`src/rtl/branch_resolve_queue_pkg.sv`:
```
// Shared types for the branch resolution queue: the pipeline PC type and the
// predictor training-update record.
package PipelineTypes;
    localparam int unsigned PC_W = 32;
    typedef logic [PC_W-1:0] pc_t;
endpackage

package BranchResolveTypes;
    import PipelineTypes::*;

    localparam int unsigned BRQ_PC_INC = 4;

    typedef struct packed {
        pc_t  pc;
        logic taken;
        pc_t  target;
    } branch_update_t;
endpackage

```
`src/rtl/brq_fifo.sv`:
```
// Circular update buffer: up to LANES compacted writes and one read per cycle.
// Overflow is prevented by the producer (ex_ready), so no full check here.
module brq_fifo
    import BranchResolveTypes::*;
#(
    parameter int unsigned LANES = 2,
    parameter int unsigned DEPTH = 8,
    localparam int unsigned PTR_W = $clog2(DEPTH),
    localparam int unsigned OCC_W = PTR_W + 1,
    localparam int unsigned CNT_W = $clog2(LANES + 1)
) (
    input  logic                 clk,
    input  logic                 rst,
    input  logic [CNT_W-1:0]     wr_cnt,
    input  branch_update_t       wr_data [LANES],
    input  logic                 rd_en,
    output branch_update_t       rd_data,
    output logic [OCC_W-1:0]     occupancy
);
    branch_update_t   mem [DEPTH];
    logic [PTR_W-1:0] rd_ptr_q;
    logic [PTR_W-1:0] wr_ptr_q;
    logic [OCC_W-1:0] count_q;
    logic             deq;

    // A read request on an empty buffer is a no-op.
    assign deq = rd_en && (count_q != '0);

    always_ff @(posedge clk) begin
        if (rst) begin
            rd_ptr_q <= '0;
            wr_ptr_q <= '0;
            count_q  <= '0;
        end else begin
            for (int k = 0; k < LANES; k++) begin
                if (CNT_W'(k) < wr_cnt) begin
                    mem[wr_ptr_q + PTR_W'(k)] <= wr_data[k];
                end
            end
            wr_ptr_q <= wr_ptr_q + PTR_W'(wr_cnt);
            if (deq) begin
                rd_ptr_q <= rd_ptr_q + PTR_W'(1);
            end
            count_q <= count_q + OCC_W'(wr_cnt) - OCC_W'(deq);
        end
    end

    assign rd_data   = mem[rd_ptr_q];
    assign occupancy = count_q;
endmodule

```
`src/rtl/branch_resolve_queue.sv`:
```
// Multi-lane branch resolution: mispredict detection, oldest-lane redirect,
// squash of younger lanes and predictor update queue. Statistics under BRQ_STATS_EN.
module branch_resolve_queue
    import BranchResolveTypes::*;
#(
    parameter int unsigned LANES = 2,
    parameter int unsigned DEPTH = 8,
    parameter int unsigned PC_W  = 32,
    localparam int unsigned OCC_W = $clog2(DEPTH) + 1
) (
    input  logic                  clk,
    input  logic                  rst,
    input  logic [LANES-1:0]      ex_valid,
    input  logic [LANES-1:0]      ex_is_branch,
    input  logic [LANES-1:0]      ex_taken,
    input  logic [LANES*PC_W-1:0] ex_pc,
    input  logic [LANES*PC_W-1:0] ex_target,
    input  logic [LANES-1:0]      ex_pred_taken,
    input  logic [LANES*PC_W-1:0] ex_pred_target,
    output logic                  ex_ready,
    output logic                  redirect_valid,
    output logic [PC_W-1:0]       redirect_pc,
    output logic                  upd_valid,
    input  logic                  upd_ready,
    output logic [PC_W-1:0]       upd_pc,
    output logic                  upd_taken,
    output logic [PC_W-1:0]       upd_target,
    output logic [OCC_W-1:0]      occupancy,
    output logic [31:0]           branch_cnt,
    output logic [31:0]           mispredict_cnt
);
    import PipelineTypes::pc_t;

    localparam int unsigned CNT_W = $clog2(LANES + 1);

    logic [LANES-1:0] lane_br;
    logic [LANES-1:0] lane_mis;
    logic [CNT_W-1:0] n_enq;
    logic             found;
    logic [PC_W-1:0]  redir_pc_d;
    branch_update_t   wr_data [LANES];
    branch_update_t   rd_data;

    // Readiness uses registered occupancy only; a same-cycle dequeue earns no credit.
    assign ex_ready = (OCC_W'(DEPTH) - occupancy) >= OCC_W'(LANES);

    always_comb begin
        for (int i = 0; i < LANES; i++) begin
            lane_br[i]  = ex_valid[i] & ex_is_branch[i] & ex_ready;
            lane_mis[i] = (ex_taken[i] != ex_pred_taken[i]) ||
                          (ex_taken[i] &&
                           (ex_target[i*PC_W +: PC_W] != ex_pred_target[i*PC_W +: PC_W]));
        end
    end

    // Walk lanes oldest first; once a mispredict is seen, younger lanes are squashed.
    always_comb begin
        n_enq      = '0;
        found      = 1'b0;
        redir_pc_d = '0;
        for (int k = 0; k < LANES; k++) begin
            wr_data[k] = '0;
        end
        for (int i = 0; i < LANES; i++) begin
            if (lane_br[i] && !found) begin
                for (int k = 0; k < LANES; k++) begin
                    if (CNT_W'(k) == n_enq) begin
                        wr_data[k].pc     = pc_t'(ex_pc[i*PC_W +: PC_W]);
                        wr_data[k].taken  = ex_taken[i];
                        wr_data[k].target = pc_t'(ex_target[i*PC_W +: PC_W]);
                    end
                end
                n_enq = n_enq + CNT_W'(1);
                if (lane_mis[i]) begin
                    found      = 1'b1;
                    redir_pc_d = ex_taken[i] ? ex_target[i*PC_W +: PC_W]
                                             : ex_pc[i*PC_W +: PC_W] + PC_W'(BRQ_PC_INC);
                end
            end
        end
    end

    always_ff @(posedge clk) begin
        if (rst) begin
            redirect_valid <= 1'b0;
            redirect_pc    <= '0;
        end else begin
            redirect_valid <= found;
            if (found) begin
                redirect_pc <= redir_pc_d;
            end
        end
    end

    brq_fifo #(
        .LANES (LANES),
        .DEPTH (DEPTH)
    ) u_fifo (
        .clk       (clk),
        .rst       (rst),
        .wr_cnt    (n_enq),
        .wr_data   (wr_data),
        .rd_en     (upd_ready),
        .rd_data   (rd_data),
        .occupancy (occupancy)
    );

    assign upd_valid  = occupancy != '0;
    assign upd_pc     = PC_W'(rd_data.pc);
    assign upd_taken  = rd_data.taken;
    assign upd_target = PC_W'(rd_data.target);

`ifdef BRQ_STATS_EN
    logic [31:0] branch_cnt_q;
    logic [31:0] mispredict_cnt_q;
    logic [32:0] branch_sum;

    assign branch_sum = {1'b0, branch_cnt_q} + 33'(n_enq);

    always_ff @(posedge clk) begin
        if (rst) begin
            branch_cnt_q     <= '0;
            mispredict_cnt_q <= '0;
        end else begin
            branch_cnt_q <= branch_sum[32] ? 32'hFFFF_FFFF : branch_sum[31:0];
            if (found && (mispredict_cnt_q != 32'hFFFF_FFFF)) begin
                mispredict_cnt_q <= mispredict_cnt_q + 32'd1;
            end
        end
    end

    assign branch_cnt     = branch_cnt_q;
    assign mispredict_cnt = mispredict_cnt_q;
`else
    assign branch_cnt     = '0;
    assign mispredict_cnt = '0;
`endif
endmodule
```
`config.mk`:
```
export PLATFORM = sky130hd
export DESIGN_NAME = branch_resolve_queue
export DESIGN_NICKNAME = d
export VERILOG_FILES = /design/src/rtl/branch_resolve_queue_pkg.sv /design/src/rtl/brq_fifo.sv /design/src/rtl/branch_resolve_queue.sv
export SDC_FILE = /design/constraint.sdc
export NUM_CORES = 1
export LEC_CHECK = 0
export CORE_MARGIN = 8
export CORE_UTILIZATION = 45
export CTS_CLUSTER_DIAMETER = 200
export DETAILED_ROUTE_END_ITERATION = 8
export PLACE_DENSITY_LB_ADDON = 0.08
export SETUP_SLACK_MARGIN = 0.4
export SYNTH_ARGS = -nofsm -noshare
export SYNTH_HDL_FRONTEND = slang
export SYNTH_HIERARCHICAL = 1
export SYNTH_SLANG_ARGS = --single-unit
```
`constraint.sdc`:
```
create_clock -name clk -period 12.95 [get_ports clk]
set_input_delay 1.9425 -clock clk [delete_from_list [all_inputs] [get_ports clk]]
set_output_delay 1.9425 -clock clk [all_outputs]
set_load 0.01 [all_outputs]
```
==> results of run 1 <==
==> layer usage <==
layer  vias to the layer above  share of wire (%)
met5                         -              0.032
met4                         6                3.1
met3                       175                8.8
met2                      1070                 47
met1                     11100                 41
li1                       9283                  -
==> area by class of cell <==
cell class,count,area share (%)
multi-input cells,1576,39.2
clock inverters,31,0.535
repair buffers,347,8.83
inverters,14,0.138
well taps,950,3.12
clock buffers,85,4.82
diodes,1,0.00656
flip-flops and latches,566,43.4
==> cells in the mapped netlist, types with 2 or more instances <==
master	count	area, um2
a211oi_1	51	383
and4_1	7	61.3
xor2_1	82	718
a21oi_1	8	40.0
nor4_1	24	150
nor2_1	42	158
mux2_2	589	6630
or3_1	3	18.8
nor3b_1	3	22.5
nand3_1	29	145
o31ai_1	2	15.0
nand4_1	17	106
buf_2	48	240
buf_1	2	7.51
nand2b_1	6	37.5
and3_1	8	50.1
edfxtp_1	520	15600
dfxtp_1	46	921
a31oi_1	2	12.5
nand2_1	190	713
a21boi_1	2	15.0
o22ai_1	2	12.5
buf_6	17	191
or2_2	2	12.5
nor2b_1	10	62.6
fa_1	2	40.0
a2111o_1	2	22.5
ha_1	13	163
nor3_1	14	70.1
xnor2_1	40	350
inv_1	14	52.6
o21ai_0	101	505
or4_1	3	22.5
mux2_1	4	45.0
and2_1	73	457
buf_4	79	593
mux4_2	130	2930
mux2i_1	32	320
clkbuf_1	76	285
==> path summary, 6_finish.rpt <==
kind	cells past startpoint	endpoint	startpoint
hold / removal	2	flip-flop	u_fifo/rd_ptr_q[1]
setup / recovery	15	u_fifo/mem[3][28]	ex_target[25]
hold reg to reg	2	flip-flop	u_fifo/rd_ptr_q[1]
setup reg to reg	16	u_fifo/mem[3][28]	u_fifo/occupancy[0]
==> flip-flops by register name, indices dropped and copies added, names as in the netlist, named ones only <==
signal and flops:
redirect_pc 32, u_fifo/occupancy 4, u_fifo/mem 520, redirect_valid 1
u_fifo/rd_ptr_q 3, u_fifo/wr_ptr_q 3
==> critical path: stages <==
cell	delay (ps)
clkdlybuf4s50_1	730
xor2_1	270
nor4_1	630
nand4_1	130
or4_1	480
o211ai_4	90
buf_4	600
and2_1	230
ha_1	260
nor3b_1	560
nand3_4	640
buf_4	570
o21ai_4	120
buf_4	490
buf_4	600
==> power by group through the flow <==
stage | clock network [W] | logic (W) | registers (W)
floorplan | 0 | 0.00106 | 0.00231
global placement | 0 | 0.00170 | 0.00236
detailed placement | 0 | 0.00172 | 0.00237
CTS | 0.00182 | 0.00174 | 0.00233
global route | 0.00189 | 0.00184 | 0.00234
finish | 0.00179 | 0.00173 | 0.00233
==> metrics by stage <==
stage / area [um2] / power, W / utilization, % / cells / setup slack [ps]
detailed placement: 36100 / 0.00409 / 50.6 / 3453 / 4180
global placement: 36100 / 0.00406 / 50.6 / 3453 / 4230
CTS: 38100 / 0.00589 / 53.4 / 3569 / 4810
finish: 38100 / 0.00585 / 53.4 / 3570 / 4710
floorplan: 32600 / 0.00337 / - / 2378 / 3200
global route: 38100 / 0.00607 / 53.4 / 3569 / 4510
==> cell families (layout without fill, tap and decap cells) <==
| family | after synthesis | count (layout) |
|---|---|---|
| compound gates | 178 | 178 |
| xor+xnor | 123 | 123 |
| fa+ha+maj | 15 | 15 |
| buf+inv | 236 | 477 |
| flops | 566 | 566 |
| mux | 755 | 755 |
| other cells | 1 | 65 |
| simple gates | 441 | 441 |
==> cell usage in the layout, fill, tap and decap left out, types with 3 or more instances in the layout <==
| master | netlist | final |
|---|---|---|
| mux2_2 | 589 | 589 |
| edfxtp_1 | 520 | 520 |
| clkdlybuf4s50_1 | 0 | 303 |
| nand2_1 | 190 | 186 |
| mux4_2 | 130 | 130 |
| o21ai_0 | 101 | 97 |
| xor2_1 | 82 | 82 |
| and2_1 | 73 | 73 |
| clkbuf_16 | 0 | 71 |
| conb_1 | 1 | 64 |
| a211oi_1 | 51 | 51 |
| dfxtp_1 | 46 | 43 |
| xnor2_1 | 40 | 40 |
| buf_4 | 79 | 40 |
| nor2_1 | 42 | 39 |
| mux2i_1 | 32 | 32 |
| nand3_1 | 29 | 27 |
| nor4_1 | 24 | 24 |
| nand4_1 | 17 | 17 |
| inv_1 | 14 | 14 |
| nor3_1 | 14 | 14 |
| clkinv_2 | 0 | 14 |
| ha_1 | 13 | 13 |
| clkbuf_1 | 76 | 13 |
| clkinv_1 | 0 | 11 |
| nor2b_1 | 10 | 10 |
| a21oi_1 | 8 | 8 |
| and3_1 | 8 | 7 |
| and4_1 | 7 | 7 |
| nand2b_1 | 6 | 6 |
| nand2_4 | 0 | 4 |
| mux2_1 | 4 | 4 |
| o21ai_4 | 0 | 4 |
| or4_1 | 3 | 3 |
| nor2_4 | 0 | 3 |
| nor3b_1 | 3 | 3 |
| or3_1 | 3 | 3 |
| buf_2 | 48 | 3 |
| dfxtp_4 | 0 | 3 |
==> impl_metrics.csv, run 1 <==
group,metric,value,unit
run_status,status,"complete, no violations",
worst_setup_path,path_class,"in2reg",
synth,ys_types,59,
clock_tree,clk_latency,590,ps
global_route,grt.overflow.total,0,
final_layout,drive_above_1_share,33.9,%
power,p_leak,13.1,nW
routing,dr.pass1.iters,5,
routing,detail-route-antenna-nets,0,
power,vdd_ir_drop_max,0.000115,V
clock_tree,clk_pin_slew,60,ps
sta,period_minus_slack,8240,ps
placement,place_congestion,0.880,
synth,ys_ff_latch,566,
worst_setup_path,startpoint_type,"primary input",
global_route,grtUsageMet3,5.67,%
synth,synth_edf_count,520,
worst_setup_path,cp.required,13170,ps
routing,routed_via_density,6.05,
die,ioPinCount,371,
power,pwr-share-comb,29.6,%
synth,synthesis.area,32400,um2
sta,setup-tns-final,0,ps
worst_setup_path,end_kind,"flip-flop",
clock_tree,ctsResizeCount,0,
synth,ys_seq_area_share,51.0,%
synth,syn_inst,2315,
power,switchingPower,0.00172,W
routing,drc,0,
sta,setup_viol,0,
power,power_density,153,nW/um2
global_route,grt_util_met2,43.3,%
clock_tree,cts_tree,"yes",
synth,synth-xor-area-share,3.35,%
synth,synth_compound_area_share,3.32,%
placement,post-dp-hpwl,74.9,mm
die,die_area,80800,um2
global_route,busiest_layer,"met2",
routing,route.detailed.wl_per_inst,31.9,um
routing,drtIter0Drc,2421,
synth,synth-main-ff-cell,"edfxtp_1",
synth,yosys.area_share.simple,6.77,%
synth,synthMuxAreaShare,30.6,%
min_path,hold_path.class,"reg2reg",
synth,synth_adder_area_share,0.626,%
final_layout,fillers,5973,
final_layout,multiInputGateArea,14900,um2
global_route,grt_max_degree,134,
power,seqPwrFrac,39.8,%
power,switching_share,29.4,%
clock_tree,cts_sinks,566,
synth,async_flop_share,0,%
power,clockPowerShare,30.6,%
flow_run,cap_violations,0,
power,cellInternalPower,0.00413,W
global_route,grtUsageMet1,37.2,%
die,rows,98,
global_route,grt_usage,27.2,%
die,die_h,284,um
clock_tree,clk_root_buffer_cell,"clkbuf_16",
sta,rsz0062_at_grt,"false",
placement,io_buffers,306,
clock_tree,cts_hold_buf,0,
sta,fmax,0.121,GHz
synth,synth_top_family_by_area,"multiplexers",
sta,hold_violations,0,
final_layout,finalNetCount,2789,
worst_setup_path,ff2ff_setup_slack,6580,ps
final_layout,syn2layout_area_growth,17.7,%
sta,hold_ws,478,ps
worst_setup_path,critPathArrivalTime,8460,ps
sta,slew_headroom,19.7,%
clock_tree,htreeDepth,3,
worst_setup_path,worst-path-max-fanout,64,
sta,period_share,63.6,%
clock_tree,postCtsSetupRepairBufs,0,
global_route,antenna_found_initial,6,
global_route,grt_first_pass_wirelength,161,mm
sta,tightest_slew,1200,ps
die,core,71400,um2
sta,drv_slew,0,
clock_tree,clk_path_buf_depth,3,
synth,syn_area_per_cell,14.0,um2
die,start_util,45.4,%
die,die_w,284,um
routing,wirelength,114,mm
global_route,grt_pass1_vias,22000,
final_layout,regArea,16500,um2
clock_tree,cts_buffers,66,
routing,vias,21600,
sta,finClkSkew,15.3,ps
synth,ys_warn_count,6,
Power figures use the tool's default switching activity.
==> inputs of run 2 (changes only) <==
==> constraint.sdc (replaced) <==
create_clock -name clk -period 6.8 [get_ports clk]
set_input_delay 1.02 -clock clk [delete_from_list [all_inputs] [get_ports clk]]
set_output_delay 1.02 -clock clk [all_outputs]
set_load 0.01 [all_outputs]
==> run 2 against run 1 <==
Compared with the run above: clock skew increased by 9.7 ps; sequential power is 91% higher; die area did not move; utilization rose by 0.78 points; flip-flop and latch count did not move; via count increased by 1.6%; final area rose by 1.5%; critical path depth shrank 3; global-route usage rose by 0.17 points; critical path type unchanged.
==> impl_metrics.csv, run 2 (synthesis results as in run 1) <==
group,metric,value,unit
worst_setup_path,cp-endpoint,"u_fifo/mem[3][23]",
die,core,71400,um2
sta,setup-tns-final,0,ps
clock_tree,clk_path_buf_depth,3,
die,ioPinCount,371,
worst_setup_path,ff2ff_setup_slack,2240,ps
routing,detail-route-antenna-nets,0,
clock_tree,clk_latency,600,ps
die,die_h,284,um
final_layout,syn2layout_area_growth,19.4,%
power,seqPwrFrac,39.2,%
worst_setup_path,r2r-end,"u_fifo/mem[3][23]",
worst_setup_path,startpoint_type,"primary input",
power,power_density,293,nW/um2
routing,dr.pass1.iters,5,
clock_tree,postCtsSetupRepairBufs,0,
placement,post-dp-hpwl,75.0,mm
clock_tree,cts_sinks,566,
routing,drc,0,
sta,hold_violations,0,
clock_tree,clk_pin_slew,60,ps
sta,slew_headroom,18.5,%
power,switching_share,29.0,%
die,die_w,284,um
final_layout,largest_register_ffs,520,
min_path,hold_path.class,"reg2reg",
routing,drtIter0Drc,2123,
clock_tree,htreeDepth,3,
final_layout,post-route-util,54.2,%
worst_setup_path,startpoint,"ex_target[12]",
global_route,grt_usage,27.4,%
die,start_util,45.4,%
worst_setup_path,worst-path-max-fanout,35,
run_status,status,"complete, no violations",
power,cellInternalPower,0.00805,W
sta,finClkSkew,25.0,ps
power,pwr-share-comb,29.3,%
die,die_area,80800,um2
worst_setup_path,r2r_cells,12,
clock_tree,cts_tree,"yes",
global_route,antenna_found_initial,5,
final_layout,final_common_cell,"mux2_2",
sta,tightest_slew,1220,ps
sta,fmax,0.185,GHz
clock_tree,ctsResizeCount,0,
sta,rsz0062_at_grt,"false",
flow_run,cap_violations,0,
sta,period_minus_slack,5400,ps
worst_setup_path,end_kind,"flip-flop",
routing,vias,21900,
placement,place_congestion,0.913,
placement,io_buffers,306,
power,clockPowerShare,31.5,%
sta,setup_viol,0,
die,rows,98,
power,switchingPower,0.00329,W
routing,wirelength,115,mm
worst_setup_path,path_class,"in2reg",
clock_tree,clk_root_buffer_cell,"clkbuf_16",
final_layout,final_cell_mix,"mux2_2, edfxtp_1, clkdlybuf4s50_1",
final_layout,top_register,"u_fifo/mem",
power,p_leak,13.3,nW
global_route,grt_first_pass_wirelength,162,mm
final_layout,finalNetCount,2809,
final_layout,drive_above_1_share,34.5,%
worst_setup_path,critPathArrivalTime,5750,ps
routing,routed_via_density,6.12,
sta,drv_slew,0,
clock_tree,cts_hold_buf,0,
sta,period_share,79.4,%
worst_setup_path,reg2reg_from,"u_fifo/occupancy[1]",
global_route,grt.overflow.total,0,
global_route,grt_max_degree,131,
power,vdd_ir_drop_max,0.000140,V
worst_setup_path,cp.required,7150,ps
clock_tree,cts_buffers,66,
routing,route.detailed.wl_per_inst,32.1,um
global_route,grt_pass1_vias,22300,
==> run 2: layout make-up <==
type | instances | area [um2]
multi-input combinational | 1576 | 14900
fill | 5929 | 32700
clock buffer | 85 | 1800
tap | 950 | 1190
sequential | 566 | 16500
clock inverter | 27 | 323
timing repair buffer | 367 | 3840
inverter | 14 | 52.6
antenna | 3 | 7.51
==> run 2: worst min-delay path by stage <==
stage | start | endpoint | slack [ps] | depth (start not counted)
after global placement | u_fifo/rd_ptr_q[1] | flip-flop | 460 | 2
after floorplan | u_fifo/rd_ptr_q[1] | flip-flop | 460 | 2
final | u_fifo/rd_ptr_q[1] | flip-flop | 500 | 2
after global routing | u_fifo/rd_ptr_q[1] | flip-flop | 520 | 2
after detailed placement | u_fifo/rd_ptr_q[1] | flip-flop | 480 | 2
after CTS | u_fifo/rd_ptr_q[1] | flip-flop | 490 | 2
==> run 2: stage by stage <==
stage | worst slack [ps] | area, um2 | power (W) | hold WS [ps] | cells
2_1_floorplan | 160 | 32700 | 0.00641 | 460 | 2378
3_3_place_gp | 789 | 36600 | 0.00776 | 465 | 3473
3_5_place_dp | 860 | 36600 | 0.00782 | 485 | 3473
4_1_cts | 1490 | 38700 | 0.0114 | 494 | 3585
5_1_grt | 1320 | 38700 | 0.0117 | 519 | 3586
6_report | 1400 | 38700 | 0.0113 | 496 | 3588
==> run 2: worst max-delay path: stages <==
cell and delay, ps:
clkdlybuf4s50_1 720, xor2_1 270, nor4_1 850, nand3_1 140, or4_1 550, o211ai_4 120, and2_1 170, ha_1 280
nor3b_1 570, nand3_4 170, buf_4 370, mux2_2 400
==> run 2: power by group through the flow <==
stage               Sequential (W)  Combinational (W)  Clock (W)
detailed placement         0.00452            0.00330          0
global route               0.00447            0.00352    0.00374
global placement           0.00451            0.00325          0
floorplan                  0.00438            0.00202          0
CTS                        0.00445            0.00332    0.00363
finish                     0.00444            0.00332    0.00358
==> run 2: layer usage <==
| layer | up-vias | share of wire, % | global-route usage [%] |
|---|---|---|---|
| met5 | - | 0.011 | 0 |
| met4 | 2 | 3.6 | 9.80 |
| li1 | 9329 | - | - |
| met1 | 11300 | 41 | 36.6 |
| met3 | 205 | 8.4 | 5.39 |
| met2 | 1057 | 47 | 44.1 |
==> inputs of run 3 (changes only) <==
==> constraint.sdc (replaced) <==
create_clock -name clk -period 5.4 [get_ports clk]
set_input_delay 0.81 -clock clk [delete_from_list [all_inputs] [get_ports clk]]
set_output_delay 0.81 -clock clk [all_outputs]
set_load 0.01 [all_outputs]
==> run 3 against run 2 <==
Compared with the run above: critical path depth is 1 lower; final area hardly changed; final cell count is 0.39% higher.
==> impl_metrics.csv, run 3 (synthesis results as in run 1) <==
group,metric,value,unit
run_status,status,"complete, no violations",
clock_tree,clk_latency,600,ps
worst_setup_path,worst-path-max-fanout,65,
worst_setup_path,cp.required,5840,ps
worst_setup_path,r2r-end,"u_fifo/mem[3][31]",
sta,period_minus_slack,4850,ps
clock_tree,cts_buffers,67,
die,core,71400,um2
global_route,grt_max_degree,132,
worst_setup_path,crit_chain,"clkdlybuf4s50_1 > xor2_1 > nor4_2 > nand4_1 > or4_4 > o211ai_4 > buf_4 > and3_2 > buf_12 > and2_1 > mux2_2",
power,switching_share,29.4,%
worst_setup_path,reg2reg_from,"u_fifo/occupancy[1]",
worst_setup_path,end_kind,"flip-flop",
power,seqPwrFrac,39.9,%
sta,finClkSkew,25.3,ps
clock_tree,postCtsSetupRepairBufs,0,
global_route,grt_pass1_vias,22500,
worst_setup_path,cp_slowest_cell,"nor4_2",
power,cellInternalPower,0.00989,W
placement,post-dp-hpwl,74.2,mm
power,p_leak,13.3,nW
sta,fmax,0.206,GHz
min_path,hold_start,"u_fifo/rd_ptr_q[1]",
min_path,hold_end,"u_fifo/rd_ptr_q[1]",
final_layout,fin_cells,3602,
routing,dr.pass1.iters,5,
sta,hold_ws,499,ps
sta,hold_violations,0,
placement,dpl.cell_count,3483,
clock_tree,cts_tree,"yes",
global_route,grt_first_pass_wirelength,163,mm
clock_tree,htreeDepth,3,
power,pwr-share-comb,30.1,%
die,ioPinCount,371,
routing,drc,0,
min_path,hold_path.class,"reg2reg",
die,start_util,45.4,%
power,power_density,362,nW/um2
sta,tightest_slew,1220,ps
power,switchingPower,0.00411,W
routing,vias,22000,
power,vdd_ir_drop_max,0.000226,V
clock_tree,cts_sinks,566,
routing,wirelength,115,mm
die,die_h,284,um
die,die_area,80800,um2
final_layout,final_cell_mix,"mux2_2, edfxtp_1, clkdlybuf4s50_1",
sta,slew_headroom,18.4,%
final_layout,syn2layout_area_growth,19.5,%
final_layout,largest_register_ffs,520,
worst_setup_path,path_buf_inv,3,
placement,place_congestion,0.907,
final_layout,final_common_cell,"mux2_2",
sta,setup_viol,0,
worst_setup_path,slowest_delay,700,ps
routing,route.detailed.wl_per_inst,32.0,um
worst_setup_path,path_class,"in2reg",
global_route,antenna_found_initial,9,
worst_setup_path,ff2ff_setup_slack,1270,ps
sta,rsz0062_at_grt,"false",
routing,detail-route-antenna-nets,0,
min_path,hold_depth,2,
global_route,grt.overflow.total,0,
worst_setup_path,startpoint_type,"primary input",
routing,routed_via_density,6.12,
worst_setup_path,r2r_cells,14,
placement,io_buffers,306,
die,die_w,284,um
final_layout,finalNetCount,2820,
clock_tree,clk_pin_slew,60,ps
clock_tree,cts_hold_buf,0,
global_route,grt_usage,27.5,%
die,rows,98,
flow_run,cap_violations,0,
final_layout,drive_above_1_share,34.6,%
routing,drtIter0Drc,2375,
clock_tree,clk_root_buffer_cell,"clkbuf_16",
worst_setup_path,path_delay_family,"simple AND/OR/NAND/NOR gates",
sta,period_share,89.8,%
power,clockPowerShare,30.1,%
clock_tree,clk_path_buf_depth,3,
final_layout,top_register,"u_fifo/mem",
sta,drv_slew,0,
worst_setup_path,critPathArrivalTime,5290,ps
[run 3: cell type report]
| cell class | instances | area [um2] |
|---|---|---|
| antenna | 5 | 12.5 |
| clock inverter | 21 | 135 |
| fill | 5952 | 32700 |
| sequential | 566 | 16500 |
| multi-input combinational | 1576 | 15000 |
| timing repair buffer | 377 | 3970 |
| tap | 950 | 1190 |
| inverter | 14 | 52.6 |
| clock buffer | 93 | 1840 |
[run 3: what timing repair did]
action,CTS,global route
resized for setup,0,1
endpoints found under the hold margin,0,0
endpoints found under the setup margin,0,547
[run 3: power by group through the flow]
stage / Clock [W] / Sequential [W] / Combinational (W)
final: 0.00421 / 0.00558 / 0.00421
after global routing: 0.00445 / 0.00560 / 0.00448
after CTS: 0.00428 / 0.00558 / 0.00421
after detailed placement: 0 / 0.00567 / 0.00418
after global placement: 0 / 0.00565 / 0.00411
after floorplan: 0 / 0.00552 / 0.00257
[run 3: how the worst max path moves through the flow]
stage / endpoint / depth (start not counted) / startpoint
6_report: u_fifo/mem[1][4] / 11 / ex_target[4]
5_1_grt: u_fifo/mem[1][4] / 11 / ex_target[4]
4_1_cts: u_fifo/mem[0][49] / 11 / ex_target[4]
3_5_place_dp: u_fifo/mem[0][49] / 11 / ex_target[4]
3_3_place_gp: u_fifo/mem[1][41] / 13 / ex_target[4]
2_1_floorplan: u_fifo/mem[1][0] / 12 / ex_pred_target[17]
[run 3: per-stage QoR]
| stage | utilization, % | setup slack [ps] | TNS (ps) | instance area (um2) | power, W |
|---|---|---|---|---|---|
| after floorplan | - | 290 | 0 | 32700 | 0.00809 |
| after global placement | 51.4 | -237 | -142190 | 36700 | 0.00976 |
| after detailed placement | 51.4 | -192 | -93930 | 36700 | 0.00985 |
| after CTS | 54.2 | 436 | 0 | 38700 | 0.0141 |
| after global routing | 54.2 | 593 | 0 | 38700 | 0.0145 |
| final | 54.2 | 551 | 0 | 38700 | 0.0140 |
[run 3: worst register-to-register path: stages (launching register included)]
cell	delay, ps
dfxtp_1	500
inv_1	80
ha_1	210
nor2b_1	150
a21o_1	230
mux2_2	310
a21oi_4	320
o211ai_4	150
and2_4	180
ha_4	180
nor3b_1	140
buf_4	180
nand3_4	100
buf_4	670
mux2_2	510
[run 3: metal layers]
metal,vias to the layer above,global-route usage (%),wire length [um]
li1,9358,-,-
met1,11400,36.6,47100
met2,1070,43.9,54300
met3,195,6.03,9610
met4,2,10.6,4360
met5,-,0,10
